===== config.mk =====
export PLATFORM = sky130hd
export DESIGN_NAME = lvds_rx_deser_flat
export DESIGN_NICKNAME = d
export VERILOG_FILES = /design/src/rtl/lvds_rx_deser_pkg.sv /design/src/rtl/lvds_rx_deser_if.sv /design/src/rtl/lvds_rx_deser_sat_counter.sv /design/src/rtl/lvds_rx_deser.sv /design/src/flat_wrapper.sv
export SDC_FILE = /design/constraint.sdc
export NUM_CORES = 1
export LEC_CHECK = 0
export ABC_AREA = 1
export BUFFER_PORTS_ARGS = -buffer_cell sky130_fd_sc_hd__buf_2
export CAP_MARGIN = 10
export CELL_PAD_IN_SITES_DETAIL_PLACEMENT = 1
export CELL_PAD_IN_SITES_GLOBAL_PLACEMENT = 1
export CORE_MARGIN = 2
export CORE_UTILIZATION = 30
export CTS_BUF_LIST = sky130_fd_sc_hd__clkbuf_2
export DETAILED_ROUTE_END_ITERATION = 7
export PLACE_DENSITY_LB_ADDON = 0.1
export SLEW_MARGIN = 5
export SYNTH_ARGS = -nofsm -noshare
export SYNTH_HDL_FRONTEND = slang
export SYNTH_SLANG_ARGS = --single-unit

===== constraint.sdc =====
create_clock -name i_ddr_clk -period 1.7 [get_ports i_ddr_clk]
set_input_delay 0.085 -clock i_ddr_clk [delete_from_list [all_inputs] [get_ports i_ddr_clk]]
set_output_delay 0.085 -clock i_ddr_clk [all_outputs]
set_load 0.01 [all_outputs]

===== src/rtl/lvds_rx_deser_pkg.sv =====
// ----------------------------------------------------------------------------
// lvds_pkg
//   Definitions shared by the LVDS dibit TX serializer and RX deserializer:
//   FSM state encodings, default sync dibits and word geometry.
// ----------------------------------------------------------------------------
package lvds_pkg;

    // RX framing FSM states. Encoding 2'd3 is never entered on purpose; the
    // FSM recovers from it to ST_IDLE.
    typedef enum logic [1:0] {
        ST_IDLE    = 2'd0,
        ST_I_PHASE = 2'd1,
        ST_Q_PHASE = 2'd2,
        ST_UNUSED  = 2'd3
    } state_e;

    // Sync dibits: I-sync sits at word bits [31:30], Q-sync at bits [15:14].
    localparam logic [1:0] SYNC_I_DEF = 2'b10;
    localparam logic [1:0] SYNC_Q_DEF = 2'b01;

    // One 32-bit I/Q word is carried as 16 dibits, MSB-first.
    localparam int DIBITS_PER_WORD = 16;
    // Dibit index at which the Q-sync pattern is expected.
    localparam int Q_SYNC_IDX      = 8;
    localparam int DIBIT_IDX_W     = $clog2(DIBITS_PER_WORD);

endpackage


===== src/rtl/lvds_rx_deser_if.sv =====
// ----------------------------------------------------------------------------
// lvds_rx_deser_if
//   Write side of the RX FIFO.
//     fifo_write_clk : FIFO write clock (the dibit clock)
//     fifo_push      : one-cycle write strobe
//     fifo_data      : 32-bit word to write
//     fifo_full      : FIFO full flag back to the writer
//   master = deserializer (writer), slave = FIFO.
// ----------------------------------------------------------------------------
interface lvds_rx_deser_if;

    logic        fifo_write_clk;
    logic        fifo_push;
    logic [31:0] fifo_data;
    logic        fifo_full;

    modport master (
        output fifo_write_clk,
        output fifo_push,
        output fifo_data,
        input  fifo_full
    );

    modport slave (
        input  fifo_write_clk,
        input  fifo_push,
        input  fifo_data,
        output fifo_full
    );

endinterface


===== src/rtl/lvds_rx_deser_sat_counter.sv =====
// ----------------------------------------------------------------------------
// sat_counter
//   Width-parameterised up-counter that saturates at all-ones.
//     i_clk   : clock, rising edge
//     i_rst   : synchronous reset, active-high
//     i_clear : synchronous clear; wins over a simultaneous increment
//     i_inc   : count one event
//     o_count : current count
// ----------------------------------------------------------------------------
module sat_counter #(
    parameter int WIDTH = 8
) (
    input  logic             i_clk,
    input  logic             i_rst,
    input  logic             i_clear,
    input  logic             i_inc,
    output logic [WIDTH-1:0] o_count
);

    logic [WIDTH-1:0] count_q;

    // NOTE: state is updated with non-blocking assignments so every register
    // samples pre-edge values, independent of statement order.
    always_ff @(posedge i_clk) begin
        if (i_rst) begin
            count_q <= '0;
        end else if (i_clear) begin
            count_q <= '0;
        end else if (i_inc && (count_q != '1)) begin
            count_q <= count_q + WIDTH'(1);
        end
    end

    assign o_count = count_q;

endmodule


===== src/rtl/lvds_rx_deser.sv =====
// ----------------------------------------------------------------------------
// lvds_rx_deser
//   Frames the 2-bit-per-clock LVDS RX dibit stream into 32-bit I/Q words,
//   keyed on the I-sync (bits 31:30) and Q-sync (bits 15:14) patterns, and
//   pushes each complete word into the RX FIFO. Bit 0 of every pushed word
//   carries the external timing marker instead of the received bit.
//     i_ddr_clk      : dibit clock, rising edge
//     i_rst          : synchronous reset, active-high
//     i_ddr_data     : captured dibit, MSB-first within a word
//     i_rx_state     : receive enable; 0 forces IDLE and suppresses pushes
//     i_sync_input   : timing marker inserted into word bit 0
//     i_clear_status : clears o_overflow and o_err_count
//     fifo_if        : RX FIFO write port (write clock, push, data, full)
//     o_overflow     : sticky, a word was dropped on a full FIFO
//     o_err_count    : saturating count of Q-sync mismatches
//     o_debug_state  : current FSM state encoding
// ----------------------------------------------------------------------------
module lvds_rx_deser
    import lvds_pkg::*;
#(
    parameter logic [1:0] SYNC_I    = SYNC_I_DEF,
    parameter logic [1:0] SYNC_Q    = SYNC_Q_DEF,
    parameter int         ERR_CNT_W = 8
) (
    input  logic                 i_ddr_clk,
    input  logic                 i_rst,
    input  logic [1:0]           i_ddr_data,
    input  logic                 i_rx_state,
    input  logic                 i_sync_input,
    input  logic                 i_clear_status,
    lvds_rx_deser_if.master      fifo_if,
    output logic                 o_overflow,
    output logic [ERR_CNT_W-1:0] o_err_count,
    output logic [1:0]           o_debug_state
);

    localparam int               KW      = DIBIT_IDX_W;
    localparam logic [KW-1:0]    K_QSYNC = KW'(Q_SYNC_IDX);
    localparam logic [KW-1:0]    K_LAST  = KW'(DIBITS_PER_WORD - 1);

    state_e        state_q, state_d;
    logic [KW-1:0] k_q, k_d;
    // Only 15 dibits are ever held: the 16th completes the word directly
    // from i_ddr_data on the completion edge.
    logic [29:0]   shift_q, shift_d;
    logic          push_q, push_d;
    logic [31:0]   data_q, data_d;
    logic          overflow_q;
    logic          overflow_set;
    logic          err_inc;

    // ------------------------------------------------------------------
    // Next-state / datapath logic
    // ------------------------------------------------------------------
    // NOTE: every signal driven here gets a default first, so no path can
    // leave one unassigned and infer a latch.
    always_comb begin
        state_d      = state_q;
        k_d          = k_q;
        shift_d      = shift_q;
        push_d       = 1'b0;
        data_d       = data_q;
        overflow_set = 1'b0;
        err_inc      = 1'b0;

        if (!i_rx_state) begin
            // Receive disabled: abandon any partial word silently.
            state_d = ST_IDLE;
            k_d     = '0;
        end else begin
            unique case (state_q)
                ST_IDLE: begin
                    k_d = '0;
                    if (i_ddr_data == SYNC_I) begin
                        shift_d = {shift_q[27:0], i_ddr_data};
                        k_d     = KW'(1);
                        state_d = ST_I_PHASE;
                    end
                end

                ST_I_PHASE: begin
                    if (k_q == K_QSYNC) begin
                        if (i_ddr_data == SYNC_Q) begin
                            shift_d = {shift_q[27:0], i_ddr_data};
                            k_d     = k_q + KW'(1);
                            state_d = ST_Q_PHASE;
                        end else begin
                            // Bad Q-sync: drop the frame. The offending
                            // dibit is consumed here, not re-tried as I-sync.
                            k_d     = '0;
                            state_d = ST_IDLE;
                            err_inc = 1'b1;
                        end
                    end else begin
                        shift_d = {shift_q[27:0], i_ddr_data};
                        k_d     = k_q + KW'(1);
                    end
                end

                ST_Q_PHASE: begin
                    shift_d = {shift_q[27:0], i_ddr_data};
                    if (k_q == K_LAST) begin
                        // Word complete; IDLE sees the very next dibit, so
                        // back-to-back words need no gap.
                        k_d     = '0;
                        state_d = ST_IDLE;
                        if (!fifo_if.fifo_full) begin
                            push_d = 1'b1;
                            data_d = {shift_q, i_ddr_data[1], i_sync_input};
                        end else begin
                            overflow_set = 1'b1;
                        end
                    end else begin
                        k_d = k_q + KW'(1);
                    end
                end

                default: begin
                    k_d     = '0;
                    state_d = ST_IDLE;
                end
            endcase
        end
    end

    // ------------------------------------------------------------------
    // Registers
    // ------------------------------------------------------------------
    always_ff @(posedge i_ddr_clk) begin
        if (i_rst) begin
            state_q    <= ST_IDLE;
            k_q        <= '0;
            shift_q    <= '0;
            push_q     <= 1'b0;
            data_q     <= '0;
            overflow_q <= 1'b0;
        end else begin
            state_q <= state_d;
            k_q     <= k_d;
            shift_q <= shift_d;
            push_q  <= push_d;
            data_q  <= data_d;
            // Clear beats a same-cycle overflow event; that event is lost.
            if (i_clear_status) begin
                overflow_q <= 1'b0;
            end else if (overflow_set) begin
                overflow_q <= 1'b1;
            end
        end
    end

    sat_counter #(
        .WIDTH (ERR_CNT_W)
    ) u_err_cnt (
        .i_clk   (i_ddr_clk),
        .i_rst   (i_rst),
        .i_clear (i_clear_status),
        .i_inc   (err_inc),
        .o_count (o_err_count)
    );

    assign fifo_if.fifo_write_clk = i_ddr_clk;
    assign fifo_if.fifo_push      = push_q;
    assign fifo_if.fifo_data      = data_q;
    assign o_overflow             = overflow_q;
    assign o_debug_state          = state_q;

endmodule


===== src/flat_wrapper.sv =====
// flat-port wrapper written by rule: the top's interface ports become plain ports
module lvds_rx_deser_flat import lvds_pkg::*;
#(
    parameter logic [1:0] SYNC_I    = SYNC_I_DEF,
    parameter logic [1:0] SYNC_Q    = SYNC_Q_DEF,
    parameter int         ERR_CNT_W = 8
)
  (i_ddr_clk, i_rst, i_ddr_data, i_rx_state, i_sync_input, i_clear_status, o_overflow, o_err_count, o_debug_state, fifo_if_fifo_write_clk, fifo_if_fifo_push, fifo_if_fifo_data, fifo_if_fifo_full);
  lvds_rx_deser_if fifo_if_i ();
  input  logic i_ddr_clk;
  input  logic i_rst;
  input  logic [1:0] i_ddr_data;
  input  logic i_rx_state;
  input  logic i_sync_input;
  input  logic i_clear_status;
  output logic o_overflow;
  output logic [ERR_CNT_W-1:0] o_err_count;
  output logic [1:0] o_debug_state;
  output wire logic [$bits(fifo_if_i.fifo_write_clk)-1:0] fifo_if_fifo_write_clk;
  output wire logic [$bits(fifo_if_i.fifo_push)-1:0] fifo_if_fifo_push;
  output wire logic [$bits(fifo_if_i.fifo_data)-1:0] fifo_if_fifo_data;
  input wire logic [$bits(fifo_if_i.fifo_full)-1:0] fifo_if_fifo_full;
  assign fifo_if_fifo_write_clk = fifo_if_i.fifo_write_clk;
  assign fifo_if_fifo_push = fifo_if_i.fifo_push;
  assign fifo_if_fifo_data = fifo_if_i.fifo_data;
  assign fifo_if_i.fifo_full = fifo_if_fifo_full;
  lvds_rx_deser #(.SYNC_I(SYNC_I), .SYNC_Q(SYNC_Q), .ERR_CNT_W(ERR_CNT_W)) u_core (.i_ddr_clk(i_ddr_clk), .i_rst(i_rst), .i_ddr_data(i_ddr_data), .i_rx_state(i_rx_state), .i_sync_input(i_sync_input), .i_clear_status(i_clear_status), .fifo_if(fifo_if_i), .o_overflow(o_overflow), .o_err_count(o_err_count), .o_debug_state(o_debug_state));
endmodule

==> flow_summary.ini, run 1 <==
[timing]
hold_viol_final = 0
skew_ns = 0.0235
slew_violations = 0
fin_crit_ns = 1.55
max_freq_mhz = 646
finalSetupViolCount = 0
hold_ws_ns = 0.240
slew_headroom_pct = 76.0
min_period_over_period_pct = 91.1
setup_tns_ns = 0
rsz0062_at_grt = no
worstMarginPinSlew_ns = 0.360

[worst_hold_path]
hp-class = input pin to flip-flop

[outcome]
status = completed

[route]
drtIter0Drc = 73
drtPass1Iterations = 4
vias_per_cell = 4.53
dr.max_layer_used = met4
wl_per_cell_um = 12.9
wl_met2_um = 3530
wl_met3_um = 310
dr_total_vias = 2920
wl_met1_um = 4350
postRouteAntennaNets = 0
drc = 0
wirelength_um = 8310

[critical_path]
cp-end-kind = flip-flop
worstPathArrival_ns = 2.09
critPathBufInv = 1
r2r_slack_ns = 0.15
path_class = flip-flop to flip-flop
cp_data_required_time_ns = 2.24
path_cells = ha_1, nand3_1, nor2_4, buf_4, nand3_1, a21oi_1
slowest_stage = dfxtp_1
cpLargestDelayFamily = simple AND/OR/NAND/NOR gates
crit_fanout = 14
cpMostUsedCell = nand3_1
start_kind = flip-flop
max_stage_delay_ns = 0.43

[die]
core_area_um2 = 10800
die_h_um = 109
start_util_pct = 30.6
dieWidth_um = 109
pin_count = 53
rows = 38
die_area_um2 = 11900

[pwr]
p_per_area_nw_per_um2 = 865
worst_ir_drop_vdd_v = 0.000357
leakage_uw = 0.00163

[grt]
grt_pass1_wl_um = 14400
antenna_found_initial = 0
grt_max_degree = 33
first_global_vias = 2926
grt-ovfl-total = 0
grt_util_all_layers_pct = 15.6

[yosys]
synth.distinct_cells = 29
netlist_instances = 440
ys_seq_area_share_pct = 47.2
ys_ff_latch = 78
synth_nets = 451
synth.avg_cell_area_um2 = 7.51
synth_warnings = 0
netlist_area_um2 = 3310

[cells_and_area]
drive_above_1_share_pct = 20.0
fill_cells = 1360
post-route-util_pct = 36.4
area_growth_pct = 19.0
final_nets = 511
antenna_cells = 0
final_cells = 644

[clocking]
post_cts_buffers = 0
clk_pin_slew_ns = 0.21
insertion_delay_ns = 0.62
cts_tree = yes

[place]
placed_cells = 618
hpwl_um = 5730
port_buffers = 52
place.gp.congestion = 0.739

[run]
cap_violations = 0
## cell usage after synthesis, drive strengths merged
cell	count	area (um^2)
nor3	4	25.0
clkbuf	7	26.3
xnor2	2	17.5
o21ai	2	10.0
nor4	1	6.26
a21oi	39	199
o21a	1	7.51
xor2	3	26.3
nand3b	29	218
nand2	99	377
buf	19	124
nand4	2	12.5
inv	21	78.8
ha	3	37.5
o21bai	1	7.51
nand3	40	205
dfxtp	78	1560
nor2	88	360
a31oi	1	6.26
## worst register-to-register path: cells and delay by family (launching register included)
family                     cells  cell delay (ns)
AOI/OAI and AO/OA              1             0.15
adders and majority gates      1             0.21
buffers and inverters          1             0.22
DFF                            1             0.43
and+or+nand+nor                3             0.48
## metal layers
layer	GRT usage (%)	vias to the layer above
met3	4.06	13
met4	6.14	0
met1	21.4	1335
li1	-	1531
met5	0	-
met2	23.2	41
## layout make-up
type                            instances  area (um^2)  area share, %
Clock buffer                           15         75.1           1.91
Clock inverter                          4         72.6           1.85
Inverter                               21         81.3           2.07
Multi-Input combinational cell        315         1530           38.9
Sequential cell                        78         1560           39.7
Tap cell                              140          175           4.45
Timing Repair Buffer                   71          438           11.1
## repair_timing
item | 4_1_cts | 5_1_grt
setup endpoints to repair | 0 | 31
endpoints found under the hold margin | 30 | 0
gates resized for setup | 0 | 3
hold buffers | 8 | 0
## registers in the layout, summed over array words and instances, names as in the netlist
name	flops
u_core.fifo_if.fifo_data	32
u_core.shift_q	30
u_core.u_err_cnt.o_count	8
u_core.k_q	4
u_core.o_debug_state	2
u_core.fifo_if.fifo_push	1
u_core.o_overflow	1
## placed cells by master (no fill, tap or decap), drive strengths merged
master,n
clkbuf,14
o21a,1
nand4,2
xor2,3
xnor2,2
dfxtp,78
ha,3
nand2,99
a21oi,39
a31oi,1
nand3b,29
clkinvlp,1
nand3,40
inv,21
o21bai,1
o21ai,2
nor3,4
nor4,1
dlygate4sd3,8
clkinv,1
nor2,88
buf,64
bufinv,2
## path summary, 6_finish.rpt
path | cells past startpoint | end | from
setup / recovery | 6 | u_core.fifo_if.fifo_data[12] | u_core.k_q[0]
hold / removal | 5 | u_core.u_err_cnt.o_count[0] | i_clear_status
setup reg to reg | 6 | u_core.fifo_if.fifo_data[12] | u_core.k_q[0]
hold reg to reg | 2 | u_core.fifo_if.fifo_data[24] | u_core.fifo_if.fifo_data[24]
## through the flow
stage                     total power (uW)  setup slack (ns)  area [um^2]
after floorplan                       2160             0.355         3310
after global placement                2220             0.116         3700
after detailed placement              2220            0.0746         3700
after CTS                             3480            0.0330         3930
after global routing                  3600           0.00294         3930
final                                 3400             0.152         3930
## cell families (layout without fill, tap and decap cells)
group / count (synthesis) / count (layout) / synth area share, %
AND/OR/NAND/NOR: 263 / 263 / 36.4
adder cells (fa/ha/maj): 3 / 3 / 1.14
buffers and inverters: 47 / 111 / 6.93
AO/OA/AOI/OAI: 44 / 44 / 6.96
XOR/XNOR: 5 / 5 / 1.32
flip-flops: 78 / 78 / 47.2
## where the power goes
part / internal (uW) / switching (uW)
Sequential: 1880 / 34.4
Clock: 552 / 692
Combinational: 99.0 / 146
Power figures use the tool's default switching activity.
==> run 2: changes to the inputs <==
- HOLD_SLACK_MARGIN: not set -> 0.06
- REMOVE_ABC_BUFFERS: not set -> 1
==> run 2 against run 1 <==
- clock power fell by 3%
- final area decreased by 0.22%
- register-to-register slack gained 0.04 ns
- largest power group unchanged
==> flow_summary.ini, run 2 (synthesized netlist as in run 1, its figures left out) <==
[grt]
grt-ovfl-total = 0
grt_pass1_wl_um = 14500
first_global_vias = 3022
antenna_found_initial = 0
grt_util_all_layers_pct = 15.7
grt_max_degree = 34

[place]
port_buffers = 52
pre_cts_ws_ns = 0.0497
hpwl_um = 5430
place.gp.congestion = 0.713

[timing]
layout_setup_ws_ns = 0.195
fin_crit_ns = 1.51
skew_ns = 0.0105
finalSetupViolCount = 0
setup_tns_ns = 0
hold_ws_ns = 0.300
worstMarginPinSlew_ns = 0.936
slew_violations = 0
slew_headroom_pct = 37.5
hold_viol_final = 0
max_freq_mhz = 664
rsz0062_at_grt = no
min_period_over_period_pct = 88.5

[cells_and_area]
final_nets = 507
antenna_cells = 0
largest_register_ffs = 32
final_cell_mix = nand2_1, nor2_1, dfxtp_1
fill_cells = 1348
final_common_cell = nand2_1
drive_above_1_share_pct = 19.4
area_growth_pct = 18.7

[die]
die_h_um = 109
die_area_um2 = 11900
pin_count = 53
rows = 38
start_util_pct = 30.6
core_area_um2 = 10800
dieWidth_um = 109

[pwr]
p_sw_uw = 846
power_uw = 3370
p_seq_share_pct = 56.8
p_int_uw = 2520
worst_ir_drop_vdd_v = 0.000342
p_per_area_nw_per_um2 = 858
combPwrFrac_pct = 7.5
leakage_uw = 0.00162
p_sw_share_pct = 25.1
clkPwrFrac_pct = 35.8

[run]
cap_violations = 0

[critical_path]
cp-end-kind = flip-flop
cp_data_required_time_ns = 2.19
crit_end = u_core.fifo_if.fifo_data[19]
max_stage_delay_ns = 0.41
path_class = flip-flop to flip-flop
r2r_end = u_core.fifo_if.fifo_data[19]
start_kind = flip-flop
slowest_stage = dfxtp_1
r2r_cells = 7
critPathLaunch = u_core.k_q[0]
crit_fanout = 33
r2r_slack_ns = 0.19
path_cells = ha_1, nand3_1, nor2_4, nand2_2, buf_4, nand2_1, a21oi_1
worstPathArrival_ns = 1.99
reg2reg_from = u_core.k_q[0]

[clocking]
clk_pin_slew_ns = 0.20
insertion_delay_ns = 0.59
cts_tree = yes

[outcome]
status = completed

[route]
postRouteAntennaNets = 0
wl_per_cell_um = 13.1
dr_total_vias = 2922
drtPass1Iterations = 4
drc = 0
wirelength_um = 8380
vias_per_cell = 4.56
drtIter0Drc = 113

[worst_hold_path]
hp-class = input pin to flip-flop
run 2: worst min-delay path by stage:
stage                             start                           to  slack, ns  depth (start not counted)
after floorplan               i_ddr_clk       fifo_if_fifo_write_clk       0.09                          0
after global routing      i_ddr_data[1]  u_core.fifo_if.fifo_data[1]       0.27                          4
after global placement        i_ddr_clk       fifo_if_fifo_write_clk       0.19                          1
after CTS                  i_sync_input  u_core.fifo_if.fifo_data[0]       0.26                          4
final                      i_sync_input  u_core.fifo_if.fifo_data[0]       0.30                          4
after detailed placement      i_ddr_clk       fifo_if_fifo_write_clk       0.19                          1
run 2: power groups by stage:
stage / clock, uW / sequential, uW / combinational, uW
after floorplan: 0 / 1940 / 150
after global placement: 35.5 / 1950 / 234
after detailed placement: 35.5 / 1950 / 239
after CTS: 1270 / 1910 / 255
after global routing: 1360 / 1920 / 291
final: 1200 / 1910 / 251
run 2: routing by layer:
metal	vias up	part of all wire, %	track usage, %
met3	7	2.6	2.57
met4	0	1.2	6.32
met2	36	45	24.4
met5	-	0	0
met1	1348	51	21.6
li1	1531	-	-
run 2: worst max-delay path: cells and delay by family, from the launching register on:
family,cells,cell delay (ns)
adders and majority gates,1,0.19
AOI/OAI and AO/OA,1,0.05
DFF,1,0.41
and+or+nand+nor,4,0.50
buffers and inverters,1,0.24
run 2: cell type report:
type | count | area, um^2 | area share [%]
Timing Repair Buffer | 67 | 433 | 11.0
Multi-Input combinational cell | 315 | 1520 | 38.8
Tap cell | 140 | 175 | 4.46
Clock inverter | 6 | 76.3 | 1.95
Inverter | 21 | 81.3 | 2.07
Clock buffer | 14 | 70.1 | 1.79
Sequential cell | 78 | 1560 | 39.9
run 2: timing repair:
action,in CTS,in global routing
hold buffers,8,0
setup endpoints to repair,1,6
setup buffers,0,0
resized for setup,1,2
hold endpoints to repair,49,0
run 2: per-stage QoR:
step                      util, %  area, um^2  std cells
after floorplan                 -        3160        414
after global placement       34.3        3700        614
after detailed placement     34.3        3700        614
after CTS                    36.3        3920        641
after global routing         36.4        3920        641
final                        36.4        3920        641
==> run 3: changes to the inputs <==
- RECOVER_POWER: not set -> 50
==> run 3 against run 2 <==
- worst hold slack hardly changed
- first-iteration DRC count decreased by 3.5%
- sequential share of layout area increased by 0.55 points
- clock skew increased by 0.00077 ns
- fmax is essentially flat
- clock-buffer cell count unchanged
- critical path depth is the same
- worst setup slack lost 0.0012 ns
- non-clock buffer count did not move
- critical path type unchanged
==> flow_summary.ini, run 3 (synthesized netlist as in run 1, its figures left out) <==
[outcome]
status = completed

[route]
dr_total_vias = 2927
drc = 0
vias_per_cell = 4.57
postRouteAntennaNets = 0
wl_per_cell_um = 13.1
drtIter0Drc = 109
wirelength_um = 8400
drtPass1Iterations = 4

[pwr]
p_per_area_nw_per_um2 = 868
leakage_uw = 0.00143
worst_ir_drop_vdd_v = 0.000340

[cells_and_area]
final_cell_mix = nand2_1, nor2_1, dfxtp_1
final_cells = 641
largest_register_ffs = 32
multi_input_area_um2 = 1520
area_growth_pct = 17.1
antenna_cells = 0
fill_cells = 1364
final_common_cell = nand2_1
final_nets = 507
fin_area_um2 = 3870
post-route-util_pct = 35.9
ff_latch_area_um2 = 1560
drive_above_1_share_pct = 10.8

[critical_path]
r2r_cells = 7
reg2reg_from = u_core.k_q[0]
cp-end-kind = flip-flop
r2r_slack_ns = 0.19
r2r_end = u_core.fifo_if.fifo_data[19]
path_class = flip-flop to flip-flop
start_kind = flip-flop
cp_data_required_time_ns = 2.19
worstPathArrival_ns = 2.00
crit_fanout = 33

[grt]
first_global_vias = 3022
grt_pass1_wl_um = 14500
grt-ovfl-total = 0
antenna_found_initial = 0
grt_util_all_layers_pct = 15.7
grt_max_degree = 34

[clocking]
cts_tree = yes
clk_pin_slew_ns = 0.20
insertion_delay_ns = 0.59

[timing]
slew_violations = 0
skew_ns = 0.0112
fin_crit_ns = 1.51
max_freq_mhz = 664
slew_headroom_pct = 37.2
finalSetupViolCount = 0
hold_viol_final = 0
min_period_over_period_pct = 88.6
worstMarginPinSlew_ns = 0.940
rsz0062_at_grt = no

[die]
die_area_um2 = 11900
start_util_pct = 30.6
rows = 38
pin_count = 53
core_area_um2 = 10800
die_h_um = 109
dieWidth_um = 109

[worst_hold_path]
hold_end = u_core.fifo_if.fifo_data[0]
hold_start = i_sync_input
hp-class = input pin to flip-flop
min_path_cells = 4

[place]
placed_area_um2 = 3700
place.gp.congestion = 0.713
placed_cells = 614
hpwl_um = 5430
port_buffers = 52

[run]
cap_violations = 0
-- run 3: layout make-up --
cell class | instances | share of cell area [%]
Clock buffer | 14 | 1.78
Clock inverter | 6 | 1.97
Inverter | 21 | 2.10
Multi-Input combinational cell | 315 | 39.4
Sequential cell | 78 | 40.4
Tap cell | 140 | 4.53
Timing Repair Buffer | 67 | 9.83
-- run 3: worst max-delay path by stage --
stage | from | endpoint | slack, ns | cells past startpoint
after global placement | u_core.k_q[0] | u_core.shift_q[21] | 0.09 | 8
after detailed placement | u_core.k_q[0] | u_core.shift_q[24] | 0.05 | 8
after global routing | u_core.k_q[0] | u_core.u_err_cnt.o_count[5] | 0.009 | 8
after CTS | u_core.k_q[0] | u_core.fifo_if.fifo_data[0] | 0.14 | 7
after floorplan | u_core.o_debug_state[1] | u_core.shift_q[0] | -0.28 | 7
final | u_core.k_q[0] | u_core.fifo_if.fifo_data[19] | 0.19 | 7
-- run 3: routing by layer --
metal  track usage (%)  wire, um
met3              2.57       240
met2              24.4      3770
met1              21.6      4280
met5                 0         0
met4              6.32       102
-- run 3: power by group --
part           switching, uW  internal (uW)  total [uW]
combinational            150            101         251
clock                    664            534        1200
sequential              33.3           1880        1910
total                    847           2510        3360
-- run 3: repair_timing --
item                                    in CTS  in global routing
gates resized for setup                      1                  2
endpoints found under the hold margin       49                  0
buffers inserted                             0                  0
endpoints found under the setup margin       1                  6
hold buffers                                 8                  0
-- run 3: critical path: stages, from the launching register on --
cell,delay (ns)
dfxtp_1,0.41
ha_1,0.19
nand3_1,0.16
nor2_4,0.19
nand2_2,0.05
buf_4,0.24
nand2_1,0.10
a21oi_1,0.05
-- run 3: per-stage QoR --
| stage | hold WS, ns | TNS [ns] | setup WS, ns | power [uW] |
|---|---|---|---|---|
| 3_3_place_gp | 0.186 | 0 | 0.0913 | 2220 |
| 5_1_grt | 0.271 | 0 | 0.00920 | 3570 |
| 4_1_cts | 0.257 | 0 | 0.138 | 3440 |
| 2_1_floorplan | 0.0850 | -11.70 | -0.279 | 2090 |
| 6_report | 0.300 | 0 | 0.194 | 3360 |
| 3_5_place_dp | 0.186 | 0 | 0.0497 | 2220 |
